<file path="config.mk">
export PLATFORM = sky130hd
export DESIGN_NAME = muldiv_unit
export DESIGN_NICKNAME = d
export VERILOG_FILES = /design/src/rtl/muldiv_pkg.sv /design/src/rtl/muldiv_step.sv /design/src/rtl/muldiv_unit.sv
export SDC_FILE = /design/constraint.sdc
export NUM_CORES = 1
export LEC_CHECK = 0
export CAP_MARGIN = 20
export CORE_ASPECT_RATIO = 1.5
export CORE_MARGIN = 5
export CORE_UTILIZATION = 45
export DETAILED_ROUTE_END_ITERATION = 10
export PLACE_DENSITY = 0.64
export SYNTH_ARGS = -nofsm -noshare
export SYNTH_HDL_FRONTEND = slang
export SYNTH_SLANG_ARGS = --single-unit
</file>
<file path="constraint.sdc">
create_clock -name clk -period 6.45 [get_ports clk]
set_input_delay 1.935 -clock clk [delete_from_list [all_inputs] [get_ports clk]]
set_output_delay 1.935 -clock clk [all_outputs]
set_load 0.03 [all_outputs]
</file>
<file path="src/rtl/muldiv_pkg.sv">
// rtl/muldiv_pkg.sv - shared funct3 codes, FSM encoding and operand-signedness helpers for muldiv_unit
package muldiv_pkg;

    localparam logic [2:0] MD_MUL    = 3'd0;
    localparam logic [2:0] MD_MULH   = 3'd1;
    localparam logic [2:0] MD_MULHSU = 3'd2;
    localparam logic [2:0] MD_MULHU  = 3'd3;
    localparam logic [2:0] MD_DIV    = 3'd4;
    localparam logic [2:0] MD_DIVU   = 3'd5;
    localparam logic [2:0] MD_REM    = 3'd6;
    localparam logic [2:0] MD_REMU   = 3'd7;

    typedef enum logic [1:0] {
        ST_IDLE = 2'd0,
        ST_CALC = 2'd1,
        ST_DONE = 2'd2
    } md_state_t;

    // MUL is treated as unsigned: the low half of the product does not depend on signedness.
    function automatic logic rs1_signed(input logic [2:0] op);
        return (op == MD_MULH) || (op == MD_MULHSU) || (op == MD_DIV) || (op == MD_REM);
    endfunction

    function automatic logic rs2_signed(input logic [2:0] op);
        return (op == MD_MULH) || (op == MD_DIV) || (op == MD_REM);
    endfunction

endpackage

</file>
<file path="src/rtl/muldiv_step.sv">
// rtl/muldiv_step.sv - one combinational shift-add (multiply) or restoring trial-subtract (divide) iteration
// Ports:
//   div_mode      1 = restoring divide step, 0 = shift-add multiply step
//   hi_in/hi_out  multiply: upper product half; divide: partial remainder
//   lo_in/lo_out  multiply: multiplier shifting out / product low half; divide: dividend shifting out / quotient
//   opnd          multiply: multiplicand magnitude; divide: divisor magnitude
module muldiv_step #(
    parameter int XLEN = 32
) (
    input  logic            div_mode,
    input  logic [XLEN-1:0] hi_in,
    input  logic [XLEN-1:0] lo_in,
    input  logic [XLEN-1:0] opnd,
    output logic [XLEN-1:0] hi_out,
    output logic [XLEN-1:0] lo_out
);

    logic [XLEN:0] sum;
    logic [XLEN:0] shifted;
    logic [XLEN:0] diff;

    always_comb begin
        sum     = {1'b0, hi_in} + ({1'b0, opnd} & {(XLEN+1){lo_in[0]}});
        shifted = {hi_in, lo_in[XLEN-1]};
        diff    = shifted - {1'b0, opnd};
        hi_out  = sum[XLEN:1];
        lo_out  = {sum[0], lo_in[XLEN-1:1]};
        if (div_mode) begin
            // Remainder stays below the divisor, so a non-negative difference fits in XLEN bits.
            if (!diff[XLEN]) begin
                hi_out = diff[XLEN-1:0];
                lo_out = {lo_in[XLEN-2:0], 1'b1};
            end else begin
                hi_out = shifted[XLEN-1:0];
                lo_out = {lo_in[XLEN-2:0], 1'b0};
            end
        end
    end

endmodule

</file>
<file path="src/rtl/muldiv_unit.sv">
// rtl/muldiv_unit.sv - iterative RV32M multiply/divide unit with valid/ready result handshake and flush-kill
// Ports:
//   clk, reset_x            clock, asynchronous active-low reset
//   i_start/o_ready         request handshake; i_op funct3, i_rs1/i_rs2 operands, i_rd destination
//   i_kill                  flush: abort and drop everything, beats start and result acceptance
//   o_busy                  computing (CALC only)
//   o_valid/i_resultReady   result handshake for o_result/o_rd
module muldiv_unit
    import muldiv_pkg::*;
#(
    parameter int XLEN            = 32,
    parameter int STEPS_PER_CYCLE = 1
) (
    input  logic            clk,
    input  logic            reset_x,
    input  logic            i_start,
    output logic            o_ready,
    input  logic [2:0]      i_op,
    input  logic [XLEN-1:0] i_rs1,
    input  logic [XLEN-1:0] i_rs2,
    input  logic [4:0]      i_rd,
    input  logic            i_kill,
    output logic            o_busy,
    output logic            o_valid,
    input  logic            i_resultReady,
    output logic [XLEN-1:0] o_result,
    output logic [4:0]      o_rd
);

    localparam int N     = XLEN / STEPS_PER_CYCLE;
    localparam int CNT_W = $clog2(N + 1);

    md_state_t         state, state_next;
    logic [2:0]        op_q;
    logic              sign_q;
    logic [CNT_W-1:0]  cnt;
    logic [XLEN-1:0]   hi_q, lo_q, opnd_q;

    logic              accept, last_step;
    logic              neg1, neg2, sign_in;
    logic [XLEN-1:0]   mag1, mag2;
    logic              div_zero, div_ovf, special;
    logic [XLEN-1:0]   special_result;
    logic [2*XLEN-1:0] prod, prod_s;
    logic [XLEN-1:0]   quot_s, rem_s, final_result;

    logic [XLEN-1:0]   hi_c [STEPS_PER_CYCLE+1];
    logic [XLEN-1:0]   lo_c [STEPS_PER_CYCLE+1];

    assign o_busy    = (state == ST_CALC);
    assign o_valid   = (state == ST_DONE);
    assign o_ready   = (state == ST_IDLE) || ((state == ST_DONE) && i_resultReady);
    assign accept    = i_start && o_ready && !i_kill;
    assign last_step = (state == ST_CALC) && (cnt == CNT_W'(1));

    // Operand conditioning at accept time: magnitudes, result sign and the short-circuit cases.
    always_comb begin
        neg1     = rs1_signed(i_op) && i_rs1[XLEN-1];
        neg2     = rs2_signed(i_op) && i_rs2[XLEN-1];
        mag1     = neg1 ? -i_rs1 : i_rs1;
        mag2     = neg2 ? -i_rs2 : i_rs2;
        // Remainder follows the dividend; everything else is the product/quotient sign.
        sign_in  = (i_op == MD_REM) ? neg1 : (neg1 ^ neg2);
        div_zero = i_op[2] && (i_rs2 == '0);
        div_ovf  = ((i_op == MD_DIV) || (i_op == MD_REM)) &&
                   (i_rs1 == {1'b1, {(XLEN-1){1'b0}}}) && (i_rs2 == '1);
        special  = div_zero || div_ovf;
        // op[1] separates REM/REMU from DIV/DIVU.
        if (div_zero) special_result = i_op[1] ? i_rs1 : '1;
        else          special_result = i_op[1] ? '0 : i_rs1;
    end

    assign hi_c[0] = hi_q;
    assign lo_c[0] = lo_q;

    for (genvar g = 0; g < STEPS_PER_CYCLE; g++) begin : g_step
        muldiv_step #(.XLEN(XLEN)) u_step (
            .div_mode (op_q[2]),
            .hi_in    (hi_c[g]),
            .lo_in    (lo_c[g]),
            .opnd     (opnd_q),
            .hi_out   (hi_c[g+1]),
            .lo_out   (lo_c[g+1])
        );
    end

    // Sign fix-up applied to the chain output on the final CALC cycle.
    always_comb begin
        prod   = {hi_c[STEPS_PER_CYCLE], lo_c[STEPS_PER_CYCLE]};
        prod_s = sign_q ? -prod : prod;
        quot_s = sign_q ? -lo_c[STEPS_PER_CYCLE] : lo_c[STEPS_PER_CYCLE];
        rem_s  = sign_q ? -hi_c[STEPS_PER_CYCLE] : hi_c[STEPS_PER_CYCLE];
        case (op_q)
            MD_MUL:                       final_result = prod_s[XLEN-1:0];
            MD_MULH, MD_MULHSU, MD_MULHU: final_result = prod_s[2*XLEN-1:XLEN];
            MD_DIV, MD_DIVU:              final_result = quot_s;
            default:                      final_result = rem_s;
        endcase
    end

    always_comb begin
        state_next = state;
        case (state)
            ST_IDLE: if (accept) state_next = special ? ST_DONE : ST_CALC;
            ST_CALC: if (last_step) state_next = ST_DONE;
            ST_DONE: begin
                if (i_resultReady) begin
                    if (accept) state_next = special ? ST_DONE : ST_CALC;
                    else        state_next = ST_IDLE;
                end
            end
            default: state_next = ST_IDLE;
        endcase
        if (i_kill) state_next = ST_IDLE;
    end

    always_ff @(posedge clk or negedge reset_x) begin
        if (!reset_x) state <= ST_IDLE;
        else          state <= state_next;
    end

    always_ff @(posedge clk or negedge reset_x) begin
        if (!reset_x) begin
            op_q     <= MD_MUL;
            sign_q   <= 1'b0;
            cnt      <= '0;
            hi_q     <= '0;
            lo_q     <= '0;
            opnd_q   <= '0;
            o_result <= '0;
            o_rd     <= '0;
        end else if (accept) begin
            op_q   <= i_op;
            sign_q <= sign_in;
            o_rd   <= i_rd;
            cnt    <= CNT_W'(N);
            hi_q   <= '0;
            lo_q   <= mag1;
            opnd_q <= mag2;
            if (special) o_result <= special_result;
        end else if (state == ST_CALC) begin
            hi_q <= hi_c[STEPS_PER_CYCLE];
            lo_q <= lo_c[STEPS_PER_CYCLE];
            cnt  <= cnt - CNT_W'(1);
            if (last_step) o_result <= final_result;
        end
    end

endmodule

</file>
# ---- After elaboration in Yosys (flattened, before gate mapping)
# Cells that the tools add are included.
# Widths: inputs -> output; s select.
dict set report word_totals {
  n_memories 0
  elab_cells 95
  latch_bits 0
  ramBits 0
  out_inout_bits 40
  ff_bits 145
  rom_bits 0
}
dict set report classes {
  muxes 31
  div 0
  shift 0
  add_sub_neg 8
  order_cmp 0
  mul 0
  n_bitwise 2
  n_reduce_logical 27
  eq_ne 18
}
# op n
set op_table {}
lappend op_table {{$mux 32} 18}
lappend op_table {{$neg 32->32} 4}
lappend op_table {{$pmux 32 s3} 1}
lappend op_table {{$eq 32x32->1 const B} 2}
lappend op_table {{$mux 64} 1}
lappend op_table {{$neg 64->64} 1}
lappend op_table {{$add 32x33->33} 1}
lappend op_table {{$and 32x33->33} 1}
lappend op_table {{$sub 33x32->33} 1}
lappend op_table {{$logic_not 32->1} 1}
lappend op_table {{$eq 3x3->1 const B} 4}
lappend op_table {{$mux 2} 6}
lappend op_table {{$mux 6} 2}
lappend op_table {{$eq 3x2->1 const B} 3}
lappend op_table {{$logic_and 1x1->1} 9}
lappend op_table {{$logic_or 1x1->1} 8}
lappend op_table {{$eq 3x1->1 const B} 2}
lappend op_table {{$eq 6x1->1 const B} 1}
lappend op_table {{$ne 3x2->1 const B} 2}
lappend op_table {{$pmux 2 s3} 1}
lappend op_table {{$reduce_and 3->1} 2}
lappend op_table {{$sub 6x1->6 const B} 1}
lappend op_table {{$reduce_bool 2->1} 2}
lappend op_table {{$logic_not 3->1} 1}
lappend op_table {{10 further kinds} 11}

# ---- Logic depth before layout (Yosys ltp)
dict set report logic_depth {
  ltp_word 10
  mapped_depth 26
  depth_no_buf 25
}

# ---- Cells and area by module
# From an unflattened synthesis, not the netlist that was laid out.
dict set report hier_totals {
  hier_cells 2058
  hier_area_um2 15409.8
}
# mod area_each_um2 instances cells_per_inst seq_area_each_um2
set modules_own_cells {}
lappend modules_own_cells {muldiv_unit 10700.3 1 1375 3628.5}
lappend modules_own_cells {muldiv_step 4709.5 1 683 0.0}

# ---- Least setup slack after synthesis
# OpenSTA, ideal clock, no wires.
dict set report synth_timing {
  path_kind {flip-flop to flip-flop}
  startpoint {reg lo_q[31]}
  endpoint {reg o_result[22]}
  stages_incl_launch_ff 26
  t_arrival_ns 5.280
  synth_period_minus_slack_ns 5.408
  setup_ns 0.129
  slack_ns 1.042
  t_required_ns 6.321
  path_cell_list {dfrtp_1 -> inv_1 -> ha_1 -> inv_1 -> fa_1 -> a211oi_2 -> o211ai_2 -> a21oi_4 -> a211oi_4 -> nor3_2 -> buf_6 -> nor3_4 -> a21oi_1 -> ha_1 -> nor3b_1 -> o221ai_1 -> or2_1 -> or3_1 -> or2_0 -> nor2_2 -> nand4b_1 -> nor4_1 -> a31oi_1 -> xnor2_1 -> a221oi_1 -> a21oi_1}
}
dict set report synth_via {
  elab_chain_cells 9
  word_cells_on_any_way 15
  classes_between {add/sub (4); mux (11)}
}
# item line
set synth_rtl {}
lappend synth_rtl {{start: declaration} muldiv_unit.sv:37} ;# logic [XLEN-1:0] hi_q, lo_q, opnd_q;
lappend synth_rtl {{start signal: assignment} muldiv_unit.sv:138} ;# lo_q <= mag1;
lappend synth_rtl {{start signal: assignment} muldiv_unit.sv:143} ;# lo_q <= lo_c[STEPS_PER_CYCLE];
lappend synth_rtl {{$sub 33x32->33} muldiv_step.sv:25} ;# diff = shifted - {1'b0, opnd};
lappend synth_rtl {{$mux 1 or $mux 32 (tied branches)} muldiv_step.sv:30} ;# if (!diff[XLEN]) begin
lappend synth_rtl {{$mux 32} muldiv_step.sv:28} ;# if (div_mode) begin
lappend synth_rtl {{$neg 64->64, or another cell as far along} muldiv_unit.sv:90} ;# prod_s = sign_q ? -prod : prod;
lappend synth_rtl {{$mux 64, or another cell as far along} muldiv_unit.sv:90}
lappend synth_rtl {{$pmux 32 s3 (*)} muldiv_unit.sv:93} ;# case (op_q)
lappend synth_rtl {{$mux 32 (*)} muldiv_unit.sv:145} ;# if (last_step) o_result <= final_result;
lappend synth_rtl {{$mux 32 (*)} muldiv_unit.sv:141} ;# end else if (state == ST_CALC) begin
lappend synth_rtl {{$mux 32 (*)} muldiv_unit.sv:132} ;# end else if (accept) begin
lappend synth_rtl {{end signal: assignment} muldiv_unit.sv:140} ;# if (special) o_result <= special_result;
lappend synth_rtl {{end signal: assignment} muldiv_unit.sv:145}
lappend synth_rtl {{end: declaration} muldiv_unit.sv:26} ;# output logic [XLEN-1:0] o_result,
# Mark *: on every way between the ends. The rest lies on a longest branch, timed or not. The select of a mux whose other input is x is not followed.
# A chain may end at the register's enable or synchronous reset.

# ---- Final worst setup path
dict set report layout_timing {
  startpoint {in i_rs1[13]}
  endpoint {reg o_result[31]}
}
dict set report layout_via {
  elab_chain_cells 6
}
# item line
set layout_rtl {}
lappend layout_rtl {{start: declaration} muldiv_unit.sv:19} ;# input logic [XLEN-1:0] i_rs1,
lappend layout_rtl {{$eq 32x32->1} muldiv_unit.sv:66} ;# (i_rs1 == {1'b1, {(XLEN-1){1'b0}}}) && (i_rs2 == '1);
lappend layout_rtl {{$logic_and 1x1->1} muldiv_unit.sv:65} ;# div_ovf = ((i_op == MD_DIV) || (i_op == MD_REM)) &&
lappend layout_rtl {{$logic_and 1x1->1} muldiv_unit.sv:66}
lappend layout_rtl {{$logic_or 1x1->1} muldiv_unit.sv:67} ;# special = div_zero || div_ovf;
lappend layout_rtl {{$ne 2x1->1 (no line)} --}
lappend layout_rtl {{$reduce_and 3->1 (no line)} --}
# Every way passes these cells.

==> out/qor.yml <==
critical_path:
  rr_startpoint: "opnd_q[19]$_DFFE_PN0P_"
  worst_setup_path_end_kind: "flop"
  required_ns: 6.82
  start_kind: "input port"
  ff2ff_path_depth: 22
  worstSetupPathType: "input port to flop"
  worstPathArrival_ns: 6.26
  crit_fanout: 25
  startpoint: "i_rs1[13]"
placement:
  gp_congestion: 1.02
  dp_slack_ns: 0.365
  numPortBuffers: 116
  dp_hpwl_um: 51800
timing:
  worst-slew-pin-transition_ns: 1.10
  fin_skew_ns: 0.0141
  setup_ws_ns: 0.556
  hold_viol: 0
  whs_ns: 0.479
  drv_slew: 0
  period_needed_ns: 5.89
  fin_crit_sh_pct: 91.4
  setup_viol: 0
  max_freq_mhz: 170
  maxSlewHeadroom_pct: 26.1
  grt_setup_unrepaired: "false"
  finalSetupTns_ns: 0
clock_network:
  cts.sinks: 145
  cts_max_path_buffers: 2
  cts.clk_slew.worst_paths_ns: 0.07
  cts_resized: 0
  cts_hold_buf: 0
  clk_latency_ns: 0.46
  cts_tree: "done"
  cts_buffers: 17
  post_cts_buffers: 0
  htree_levels: 4
  cts-root-buf: "clkbuf_16"
synth:
  netlist.area_leader.share_pct: 22.8
  syn_area_per_cell_um2: 7.56
  synth_ff_type: "dfrtp_1"
  syn_area_um2: 15900
  synth_seq_area_share_pct: 22.8
  synthArstFlopShare_pct: 100
  synth_warnings: 0
  ys_types: 111
  ys_ff_latch: 145
  synth-edff-count: 0
  synth.largest_area_cell: "dfrtp_1"
  syn_nets: 2255
  syn_inst: 2105
  yosys-top-cells-area: "dfrtp_1 23%, o21ai_0 6.9%, nand2_1 6.7%, ha_1 5.6%, xnor2_1 5.1%"
global_route:
  antenna_found_initial: 0
  track_usage_pct: 33.8
  grt_max_degree: 95
  grt_pass1_vias: 16900
  grt-ovfl-total: 0
  grt_pass1_wl_um: 101000
route:
  ant_nets: 0
  drtIter0Drc: 1356
  vias_per_cell: 6.34
  drc: 0
  routed_wl_um: 66400
  dr.pass1.iters: 6
  vias: 16800
  routedWlPerCell_um: 25.0
final_layout:
  fillers: 3519
  fin_nets: 2318
  drive_above_1_share_pct: 8.25
  antenna_cells: 0
  syn2layout_area_growth_pct: 13.3
die:
  dieArea_um2: 39300
  start_util_pct: 45.5
  die_w_um: 164
  die_h_um: 240
  coreArea_um2: 35000
  rows: 84
  io_pins: 117
status:
  outcome: "finished clean"
power_and_ir_drop:
  power_leakage_nw: 7.22
  worst_ir_drop_vdd_v: 0.000252
  powerDensity_nw_per_um2: 540
hold_path:
  min_from: "o_rd[3]$_DFFE_PN0P_"
  min_path_type: "flop to flop"
  whs_path_depth: 2
flow_run:
  maxCapViolations: 0
[sequential cells by signal (all words and copies together) (netlist names)]
register	count
opnd_q	32
state	2
cnt	6
hi_q	32
sign_q	1
op_q	3
lo_q	32
o_rd	5
o_result	32
[kinds of logic after synthesis]
logic type      share of synthesized area, %
simple gates                            23.9
compound gates                          28.6
buf+inv                                 6.36
xor+xnor                                9.64
flops                                   22.8
fa+ha+maj                               5.84
mux                                     2.93
[final timing paths]
kind | end | slack, ns
setup / recovery | o_result[31]$_DFFE_PN0P_ | 0.56
hold / removal | o_rd[3]$_DFFE_PN0P_ | 0.48
setup reg to reg | o_result[22]$_DFFE_PN0P_ | 0.56
hold reg to reg | o_rd[3]$_DFFE_PN0P_ | 0.48
max in group asynchronous | hi_q[30]$_DFFE_PN0P_ | 3.78
min in group asynchronous | cnt[5]$_DFFE_PN0P_ | 1.51
[worst max-delay path, cell delays in order]
cell,delay [ns]
clkdlybuf4s50_1,0.55
nor3_1,0.43
nand2_1,0.13
nor4_1,0.65
nand3_1,0.26
nor3_1,0.61
a31o_2,0.30
nand2_1,0.20
nand2_2,0.55
nor2_1,0.08
a31oi_1,0.20
o311ai_0,0.17
a41oi_1,0.18
[synth_stat cells (19+ instances only)]
cell      number
nor2_1       142
clkbuf_1      92
nand3_1       84
nand4_1       27
mux2i_1       33
or3_1         19
and2_1        42
nor3_1        58
a21oi_1      145
dfrtp_1      145
ha_1          71
o221ai_1      28
o31ai_1       29
o21ai_0      219
inv_1         69
xnor2_1       93
xor2_1        82
a31oi_1       22
nand2_1      283
[report_power, final]
| group | switching (W) | internal [W] |
|---|---|---|
| logic | 0.00443 | 0.00252 |
| clock network | 0.000472 | 0.000590 |
| registers | 0.000474 | 0.00126 |
[per-stage QoR]
stage | area, um^2 | utilization, % | power, W | instances
floorplan | 15900 | - | 0.00635 | 2105
global placement | 17400 | 49.8 | 0.00846 | 2620
detailed placement | 17400 | 49.8 | 0.00849 | 2620
CTS | 18000 | 51.5 | 0.00961 | 2652
global route | 18000 | 51.5 | 0.0104 | 2654
finish | 18000 | 51.5 | 0.00974 | 2654
[routing by layer]
metal / track usage, % / vias up / wire length, um
met3: 4.99 / 237 / 3790
met1: 36.3 / 7997 / 23300
met4: 26.9 / 0 / 6320
met2: 58.9 / 781 / 32900
met5: 0 / - / 0
li1: - / 7824 / -
[layout make-up]
type / instances / area, um^2 / share of cell area (%)
multi-input combinational: 1753 / 11300 / 62.6
sequential: 145 / 3630 / 20.2
timing repair buffer: 180 / 1660 / 9.21
clock inverter: 12 / 149 / 0.826
inverter: 71 / 267 / 1.48
tap: 473 / 592 / 3.28
clock buffer: 20 / 447 / 2.48
[placed cells by master (no fill, tap or decap), types with 17 or more instances in the layout]
master	count
xnor2_1	93
clkbuf_16	17
ha_1	71
o221ai_1	28
and2_1	42
clkdlybuf4s50_1	115
nand2_1	283
o31ai_1	29
mux2i_1	33
a21o_1	18
o21ai_0	219
nor3_1	58
nor2_1	141
buf_4	61
inv_1	69
a31oi_1	22
dfrtp_1	143
nand3_1	84
xor2_1	82
o211ai_1	18
nand4_1	27
a21oi_1	145
or3_1	19
a221oi_1	17
Power figures use the tool's default switching activity.
